===== src/rtl/mult_pkg.sv =====
// -----------------------------------------------------------------------------
// mult_pkg
// Shared definitions for the arbitrated 4x4 multiplier:
//   - operand / product / requester-index widths
//   - FSM state encoding used by mult_arbiter
//   - ring-increment helper for the round-robin pointer
// -----------------------------------------------------------------------------
package mult_pkg;

   // Operand width of each multiplicand / multiplier.
   localparam int OPND_W = 4;

   // Full-width unsigned product; never truncated.
   localparam int PROD_W = 2 * OPND_W;

   // Width of a requester index (supports up to 8 requesters).
   localparam int ID_W = 3;

   // Width of the completed-response counter.
   localparam int CNT_W = 8;

   typedef enum logic [1:0] {
      IDLE = 2'd0,
      CALC = 2'd1,
      RESP = 2'd2
   } state_t;

   // Next index after idx on a ring of n entries (n-1 wraps to 0).
   function automatic logic [ID_W-1:0] ring_inc(input logic [ID_W-1:0] idx,
                                                input int              n);
      logic [ID_W-1:0] nxt;
      if (int'(idx) >= (n - 1)) begin
         nxt = '0;
      end else begin
         nxt = idx + 1'b1;
      end
      return nxt;
   endfunction

endpackage


===== src/rtl/multiplier_4x4.sv =====
// -----------------------------------------------------------------------------
// multiplier_4x4
// Purely combinational unsigned 4x4 multiplier.
// Ports:
//   A : input  [3:0]  multiplicand
//   B : input  [3:0]  multiplier
//   P : output [7:0]  full unsigned product A*B
// -----------------------------------------------------------------------------
module multiplier_4x4
   import mult_pkg::*;
(
   input  logic [OPND_W-1:0] A,
   input  logic [OPND_W-1:0] B,
   output logic [PROD_W-1:0] P
);

   // Widen both operands first so the product is evaluated at full width.
   assign P = PROD_W'(A) * PROD_W'(B);

endmodule


===== src/rtl/mult_arbiter.sv =====
// -----------------------------------------------------------------------------
// mult_arbiter
// N_REQ requesters share one 4x4 multiplier. A round-robin arbiter grants one
// requester while idle, its operands are captured, the product is registered
// one cycle later and then presented with a valid/ready handshake. Only one
// operation is ever in flight.
// Ports:
//   clk        : input              rising-edge clock
//   rst        : input              synchronous active-high reset
//   req_valid  : input  [N_REQ-1:0] per-requester request
//   req_a      : input  [4*N_REQ-1:0] multiplicands, requester i at [4i+3:4i]
//   req_b      : input  [4*N_REQ-1:0] multipliers,   requester i at [4i+3:4i]
//   req_ready  : output [N_REQ-1:0] one-hot grant (combinational, IDLE only)
//   rsp_valid  : output             result available (RESP state)
//   rsp_p      : output [7:0]       unsigned product
//   rsp_id     : output [2:0]       owner of rsp_p
//   rsp_ready  : input              consumer accepts the result
//   op_count   : output [7:0]       completed responses, wraps 255->0
// -----------------------------------------------------------------------------
module mult_arbiter
   import mult_pkg::*;
#(
   parameter int N_REQ = 4
)
(
   input  logic                    clk,
   input  logic                    rst,
   input  logic [N_REQ-1:0]        req_valid,
   input  logic [OPND_W*N_REQ-1:0] req_a,
   input  logic [OPND_W*N_REQ-1:0] req_b,
   output logic [N_REQ-1:0]        req_ready,
   output logic                    rsp_valid,
   output logic [PROD_W-1:0]       rsp_p,
   output logic [ID_W-1:0]         rsp_id,
   input  logic                    rsp_ready,
   output logic [CNT_W-1:0]        op_count
);

   // ---------------------------------------------------------------------
   // State
   // ---------------------------------------------------------------------
   state_t              r_state;
   state_t              w_state_next;
   logic [ID_W-1:0]     r_ptr;
   logic [OPND_W-1:0]   r_a_q;
   logic [OPND_W-1:0]   r_b_q;
   logic [ID_W-1:0]     r_id_q;
   logic [PROD_W-1:0]   r_rsp_p;
   logic [ID_W-1:0]     r_rsp_id;
   logic [CNT_W-1:0]    r_op_count;

   // ---------------------------------------------------------------------
   // Arbitration signals
   // ---------------------------------------------------------------------
   logic [ID_W-1:0]     w_rot_idx [N_REQ];
   logic [N_REQ-1:0]    w_rot_valid;
   logic [OPND_W-1:0]   w_a_arr   [N_REQ];
   logic [OPND_W-1:0]   w_b_arr   [N_REQ];
   logic                w_found;
   logic [ID_W-1:0]     w_win_idx;
   logic [N_REQ-1:0]    w_grant_vec;
   logic [OPND_W-1:0]   w_win_a;
   logic [OPND_W-1:0]   w_win_b;
   logic                w_take;
   logic                w_done;
   logic [PROD_W-1:0]   w_prod;

   // ---------------------------------------------------------------------
   // Rotated view of the request vector: slot gi holds requester
   // (ptr + gi) mod N_REQ, so the first valid slot is the round-robin winner.
   // ---------------------------------------------------------------------
   genvar gi;
   generate
      for (gi = 0; gi < N_REQ; gi++) begin : g_rot
         localparam logic [ID_W:0] OFFS = (ID_W+1)'(gi);
         localparam logic [ID_W:0] NREQ = (ID_W+1)'(N_REQ);
         logic [ID_W:0] w_sum;

         assign w_sum = {1'b0, r_ptr} + OFFS;
         assign w_rot_idx[gi] = (w_sum >= NREQ) ? ID_W'(w_sum - NREQ)
                                                : w_sum[ID_W-1:0];
         // Shift-and-mask lookup keeps the index width independent of N_REQ.
         assign w_rot_valid[gi] = |(req_valid & (N_REQ'(1) << w_rot_idx[gi]));

         // Operand unpacking, requester gi
         assign w_a_arr[gi] = req_a[gi*OPND_W +: OPND_W];
         assign w_b_arr[gi] = req_b[gi*OPND_W +: OPND_W];
      end
   endgenerate

   // Priority pick over the rotated slots.
   always_comb begin
      w_found   = 1'b0;
      w_win_idx = '0;
      for (int k = 0; k < N_REQ; k++) begin
         if (!w_found && w_rot_valid[k]) begin
            w_found   = 1'b1;
            w_win_idx = w_rot_idx[k];
         end
      end
      w_grant_vec = w_found ? (N_REQ'(1) << w_win_idx) : '0;
   end

   // Winner's operands.
   always_comb begin
      w_win_a = '0;
      w_win_b = '0;
      for (int k = 0; k < N_REQ; k++) begin
         if (ID_W'(k) == w_win_idx) begin
            w_win_a = w_a_arr[k];
            w_win_b = w_b_arr[k];
         end
      end
   end

   // ---------------------------------------------------------------------
   // Shared multiplier; its inputs are the captured operands only, so later
   // req_* activity cannot disturb an accepted operation.
   // ---------------------------------------------------------------------
   multiplier_4x4 u_mult (
      .A (r_a_q),
      .B (r_b_q),
      .P (w_prod)
   );

   // ---------------------------------------------------------------------
   // FSM next-state / outputs
   // ---------------------------------------------------------------------
   always_comb begin
      w_state_next = r_state;
      req_ready    = '0;
      w_take       = 1'b0;
      w_done       = 1'b0;

      unique case (r_state)
         IDLE: begin
            if (w_found) begin
               req_ready    = w_grant_vec;
               w_take       = 1'b1;
               w_state_next = CALC;
            end
         end
         CALC: begin
            w_state_next = RESP;
         end
         RESP: begin
            if (rsp_ready) begin
               w_done       = 1'b1;
               w_state_next = IDLE;
            end
         end
         default: begin
            w_state_next = IDLE;
         end
      endcase

      // Reset wins: no grant is visible and nothing completes in this cycle.
      if (rst) begin
         req_ready    = '0;
         w_take       = 1'b0;
         w_done       = 1'b0;
         w_state_next = IDLE;
      end
   end

   // ---------------------------------------------------------------------
   // Sequential state
   // ---------------------------------------------------------------------
   always_ff @(posedge clk) begin
      if (rst) begin
         r_state    <= IDLE;
         r_ptr      <= '0;
         r_a_q      <= '0;
         r_b_q      <= '0;
         r_id_q     <= '0;
         r_rsp_p    <= '0;
         r_rsp_id   <= '0;
         r_op_count <= '0;
      end else begin
         r_state <= w_state_next;

         if (w_take) begin
            r_a_q  <= w_win_a;
            r_b_q  <= w_win_b;
            r_id_q <= w_win_idx;
            r_ptr  <= ring_inc(w_win_idx, N_REQ);
         end

         // Result register is loaded only from CALC, so it stays frozen
         // throughout RESP regardless of how long the consumer stalls.
         if (r_state == CALC) begin
            r_rsp_p  <= w_prod;
            r_rsp_id <= r_id_q;
         end

         if (w_done) begin
            r_op_count <= r_op_count + 1'b1;
         end
      end
   end

   assign rsp_valid = (r_state == RESP);
   assign rsp_p     = r_rsp_p;
   assign rsp_id    = r_rsp_id;
   assign op_count  = r_op_count;

endmodule


===== config.mk =====
export PLATFORM = sky130hd
export DESIGN_NAME = mult_arbiter
export DESIGN_NICKNAME = d
export VERILOG_FILES = /design/src/rtl/mult_pkg.sv /design/src/rtl/multiplier_4x4.sv /design/src/rtl/mult_arbiter.sv
export SDC_FILE = /design/constraint.sdc
export NUM_CORES = 1
export LEC_CHECK = 0
export CAP_MARGIN = 20
export CORE_MARGIN = 2
export CORE_UTILIZATION = 53
export CTS_CLUSTER_DIAMETER = 40
export DETAILED_ROUTE_END_ITERATION = 8
export GPL_TIMING_DRIVEN = 0
export HOLD_SLACK_MARGIN = 0.02
export PLACE_DENSITY = 0.86
export SYNTH_ARGS = -nofsm -noshare
export SYNTH_HDL_FRONTEND = slang
export SYNTH_SLANG_ARGS = --single-unit

===== constraint.sdc =====
create_clock -name clk -period 6.4 [get_ports clk]
set_input_delay 1.28 -clock clk [delete_from_list [all_inputs] [get_ports clk]]
set_output_delay 1.28 -clock clk [all_outputs]
set_load 0.02 [all_outputs]

Word level (Yosys, flattened, before mapping)
Index checks and enable logic that the tools add are counted.

storage, ports and cells
  register bits = 35
  bits of input ports = 39
  output and inout bits = 24

cells by class
  add/subtract/negate cells = 9
  $mul = 1
  order comparisons = 5
  eq/ne operators = 7
  shifts and indexed selects = 5
  multiplexer cells = 33
  bitwise operators = 4
  reductions and logical operators = 13

operators by type and width
  cell                 number
  $mux 4               11
  $mux 3               9
  $shl 1x3->4 const A  5
  $and 4x4->4          4
  $reduce_or 4->1      4
  $ge 4x3->1 const B   3
  $sub 3x3->3 const B  4
  $mux 1               10
  $add 3x2->4 const B  2
  $add 8x1->8 const B  1
  $mul 4x4->8          1
  $eq 2x3->1 const A   2
  $pmux 2 s3           1
  $add 3x1->4 const B  1
  $mux 2               2
  $add 3x1->3 const B  1
  $eq 1x3->1 const A   1
  $ge 3x2->1 const B   1
  $ge 3x3->1 const B   1
  $logic_and 1x1->1    3
  $logic_not 1->1      3
  $logic_not 3->1      1
  $eq 2x1->1 const B   1
  $eq 2x2->1 const B   1
  other kinds (4)      4

Logic depth before layout (Yosys ltp)
  word-level depth = 20
  mapped depth = 14
  depth with buffers taken out = 14

Hierarchy
From an unflattened synthesis, not the netlist that was laid out.

second synthesis, totals
  cell total of the unflattened synthesis = 292
  area total of the unflattened synthesis = 2481.1 µm²

by module, submodules not included
  module          times used  cells each  area each (µm²)  sequential area each (µm²)
  mult_arbiter    1           241         2033.2           700.7
  multiplier_4x4  1           51          447.9            0.0

Least setup slack after synthesis
No wires, ideal clock.

  path type = input -> output
  start point = in req_valid[1]
  end point = out req_ready[2]
  arrival time = 3.330 ns
  required time = 5.120 ns
  slack = 1.790 ns
  stages on the path = 9
  path buffers = 2
  path through = a22o_2 -> nor2_1 -> o21ai_0 -> a22o_1 -> inv_1 -> ha_1 -> clkbuf_1 -> clkbuf_1 -> and2_2

on the way
  word-level cells in the longest chain between the ends = 16
  elaborated cells on any way between the ends = 26

ends and longest elaborated chain
  element             RTL line             source
  start: declaration  mult_arbiter.sv:28   input logic [N_REQ-1:0] req_valid,
  $and 4x4->4         mult_arbiter.sv:83   assign w_rot_valid[gi] = |(req_valid & (N_REQ'(1) << w_rot_idx[gi]));
  $reduce_or 4->1     mult_arbiter.sv:83
  $mux 1              mult_arbiter.sv:96   if (!w_found && w_rot_valid[k]) begin
  $logic_not 1->1     mult_arbiter.sv:96
  $logic_and 1x1->1   mult_arbiter.sv:96
  $mux 1              mult_arbiter.sv:96
  $logic_not 1->1     mult_arbiter.sv:96
  $logic_and 1x1->1   mult_arbiter.sv:96
  $mux 1              mult_arbiter.sv:96
  $logic_not 1->1     mult_arbiter.sv:96
  $logic_and 1x1->1   mult_arbiter.sv:96
  $mux 3 *            mult_arbiter.sv:96
  net w_win_idx[0]    mult_arbiter.sv:60   logic [ID_W-1:0] w_win_idx;
  $shl 1x3->4 *       mult_arbiter.sv:101  w_grant_vec = w_found ? (N_REQ'(1) << w_win_idx) : '0;
  $mux 4 *            mult_arbiter.sv:137  if (w_found) begin
  $mux 4 *            mult_arbiter.sv:135  unique case (r_state)
  $mux 4 *            mult_arbiter.sv:158  if (rst) begin
  end: declaration    mult_arbiter.sv:31   output logic [N_REQ-1:0] req_ready,

The timed path passes the listed nets; every way through them passes the cells marked *.

Worst setup path after layout
  start point = in req_valid[0]
  end point = out req_ready[2]

The elaborated chain is that of the path after synthesis.

==> flow_metrics.py <==
metrics = {
    "outcome": {
        "outcome": "finished, final reports clean",
    },
    "die": {
        "io_pins": 63,
        "initial_utilization": 0.5520,
        "die-area_um2": 5089,
        "die_w_um": 71.34,
        "die_h_um": 71.34,
        "core_region_area_um2": 4354,
        "rows": 24,
    },
    "hold_path": {
        "holdPathEnd": "rsp_p[1]",
        "hold_depth": 2,
        "hp-class": "reg2reg",
        "min-delay-start": "rsp_p[1]",
    },
    "layout": {
        "final_common_cell": "clkdlybuf4s50_1",
        "areaGrowthSynthToFinish_pct": 32.07,
        "fill_cells": 338,
        "drive_above_1_share": 0.06407,
        "mostFrequentLayoutCells": "clkdlybuf4s50_1 (62), nand2_1 (38), dfxtp_1 (35), nor2_1 (26), ha_1 (25)",
        "design_area_um2": 3174,
        "num_antenna_cells": 0,
        "finalNetCount": 426,
    },
    "clock_tree": {
        "post_cts_buffers": 0,
        "cts_buffer_depth": 2,
        "root_buffer": "clkbuf_8",
        "cts_buffers": 5,
        "hold_buffers": 0,
        "cts-resized-gates": 0,
        "clk_latency_ns": 0.29,
        "cts_sinks": 35,
        "htree_levels": 2,
        "path_clk_slew_ns": 0.07,
        "cts_tree": "built",
    },
    "power": {
        "max-vdd-ir-drop_uv": 243.8,
        "powerDensity_nw_per_um2": 326.0,
        "p_total_mw": 1.035,
        "p_leak_nw": 1.263,
    },
    "drt": {
        "drt_iter0_drc": 130,
        "wire_per_inst_um": 13.62,
        "wirelength_um": 5599,
        "drc_errors": 0,
        "via_per_inst": 5.586,
        "vias": 2296,
        "first_pass_iters": 4,
        "antenna_left": 0,
    },
    "yosys": {
        "synth_edf_count": 0,
        "async_flop_share": 0,
        "synth.cell_area_um2": 2404,
        "syn_area_per_cell_um2": 8.317,
        "synth-seq-cells": 35,
        "syn_nets": 357,
        "synth-seq-area-share": 0.2915,
        "ys_types": 49,
        "synth_cells": 289,
        "ys_warn_count": 0,
        "synth_ff_type": "dfxtp_1",
    },
    "placed_design": {
        "io_buffers": 62,
        "place_area_um2": 3089,
        "place.gp.congestion": 0.8490,
        "dpl.hpwl_um": 4439,
        "pre_cts_slack_ns": 0.3727,
    },
    "sta": {
        "fin_crit_sh": 0.9502,
        "fin_tns_setup_ns": 0,
        "setup_viol": 0,
        "min_period_ns": 6.081,
        "fmax_mhz": 164.4,
        "slew_headroom": 0.5565,
        "tightest_slew_ns": 0.6628,
        "worst_slack_ns": 0.3189,
        "drv_slew": 0,
        "finalHoldViolCount": 0,
        "rsz0062_at_grt": "no",
        "finClkSkew_ns": 0.007910,
    },
    "setup_path": {
        "r2r_end": "r_b_q[0]",
        "critical_path_class": "in2out",
        "startpoint_type": "input port",
        "end_kind": "output port",
        "cp.arrival_ns": 4.80,
        "r2r_slack_ns": 2.59,
        "timing.rr.start": "r_ptr[0]",
        "crit_start": "req_valid[0]",
        "r2r_cells": 14,
        "crit_required_ns": 5.12,
        "path_max_fanout": 10,
    },
    "global_routing": {
        "first_global_vias": 2211,
        "grt_pass1_wl_um": 9480,
        "grtUsageTotal": 0.2315,
        "grt_max_degree": 12,
        "antenna_found_initial": 0,
        "grt.overflow.total": 0,
    },
    "job": {
        "max_cap_viol_count": 0,
    },
}
## kinds of logic (layout without fill, tap and decap cells)
| group | Yosys count | after routing | share of synthesized area |
|---|---|---|---|
| flip-flops | 35 | 35 | 0.2915 |
| multiplexers | 1 | 1 | 0.004165 |
| AO/OA/AOI/OAI | 78 | 78 | 0.2353 |
| AND/OR/NAND/NOR | 111 | 111 | 0.2291 |
| adder cells (fa/ha/maj) | 29 | 29 | 0.1635 |
| XOR/XNOR | 10 | 10 | 0.03644 |
| buffers and inverters | 25 | 95 | 0.04008 |
## through the flow
step                cells  hold WS (ns)  utilization
floorplan             289        0.4323            -
global placement      403        0.4415       0.7095
detailed placement    403        0.4470       0.7095
CTS                   411        0.4575       0.7290
global route          411        0.4764       0.7290
finish                411        0.4537       0.7290
## critical path, stage by stage
cell             delay [ns]
clkdlybuf4s50_1        0.48
a22o_2                 0.29
nor2_1                 0.53
o21ai_0                0.19
a22o_1                 0.33
inv_1                  0.16
ha_1                   0.17
clkbuf_1               0.26
clkbuf_1               0.32
and2_2                 0.20
clkdlybuf4s50_1        0.60
## per-layer routing
metal / routed length, µm / part of all wire / track usage / vias up
met5: 0 / 0 / 0 / -
met4: 87 / 0.016 / 0.08805 / 0
met3: 361 / 0.064 / 0.04360 / 7
met2: 2706 / 0.48 / 0.3940 / 78
met1: 2444 / 0.44 / 0.2905 / 1045
li1: - / - / - / 1166
## worst max-delay path by stage
stage                        end  depth (start not counted)
finish              req_ready[2]                         11
global placement    req_ready[2]                         11
detailed placement  req_ready[2]                         11
global route        req_ready[2]                         11
CTS                 req_ready[2]                         11
floorplan           req_ready[2]                          9
## report_power, final
group          internal (mW)  switching (mW)  leakage (nW)
registers              0.259          0.0469         0.285
logic                  0.245           0.329         0.937
clock network         0.0760          0.0793        0.0412
## registers in the layout, summed over array words and instances (netlist names)
signal and flops:
r_state 2, op_count 8, r_b_q 4, r_a_q 4, rsp_p 8, r_ptr 3, rsp_id 3, r_id_q 3
## synthesized netlist by cell type, types with 2 or more instances
master / instances / area share
and2_2: 3 / 0.0094
ha_1: 25 / 0.13
clkbuf_1: 11 / 0.017
a32o_1: 2 / 0.0083
nand4b_1: 2 / 0.0073
nand2_1: 38 / 0.059
xnor2_1: 6 / 0.022
o21ai_0: 13 / 0.027
o21a_1: 2 / 0.0062
a211oi_1: 11 / 0.034
buf_2: 2 / 0.0042
fa_1: 4 / 0.033
nor3_1: 4 / 0.0083
nor2_1: 26 / 0.041
nand2b_1: 5 / 0.013
xor2_1: 4 / 0.015
a22o_2: 2 / 0.0083
and2_1: 13 / 0.034
inv_1: 11 / 0.017
and4_1: 3 / 0.011
a22o_1: 3 / 0.011
a22oi_1: 16 / 0.050
a31oi_1: 2 / 0.0052
dfxtp_1: 35 / 0.29
nand3_1: 4 / 0.0083
nor2b_1: 3 / 0.0078
a21oi_1: 16 / 0.033
and3_1: 2 / 0.0052
## final cells by class
| cell class | instances | area [µm²] | area share |
|---|---|---|---|
| clock inverter | 2 | 12.51 | 0.003942 |
| clock buffer | 6 | 72.57 | 0.02286 |
| timing repair buffer | 62 | 620.6 | 0.1955 |
| buffer | 14 | 55.05 | 0.01734 |
| multi-input combinational | 229 | 1607 | 0.5061 |
| inverter | 11 | 41.29 | 0.01301 |
| sequential | 35 | 700.7 | 0.2207 |
| tap | 52 | 65.06 | 0.02050 |
Note: power is estimated with default switching activity, not from simulation.
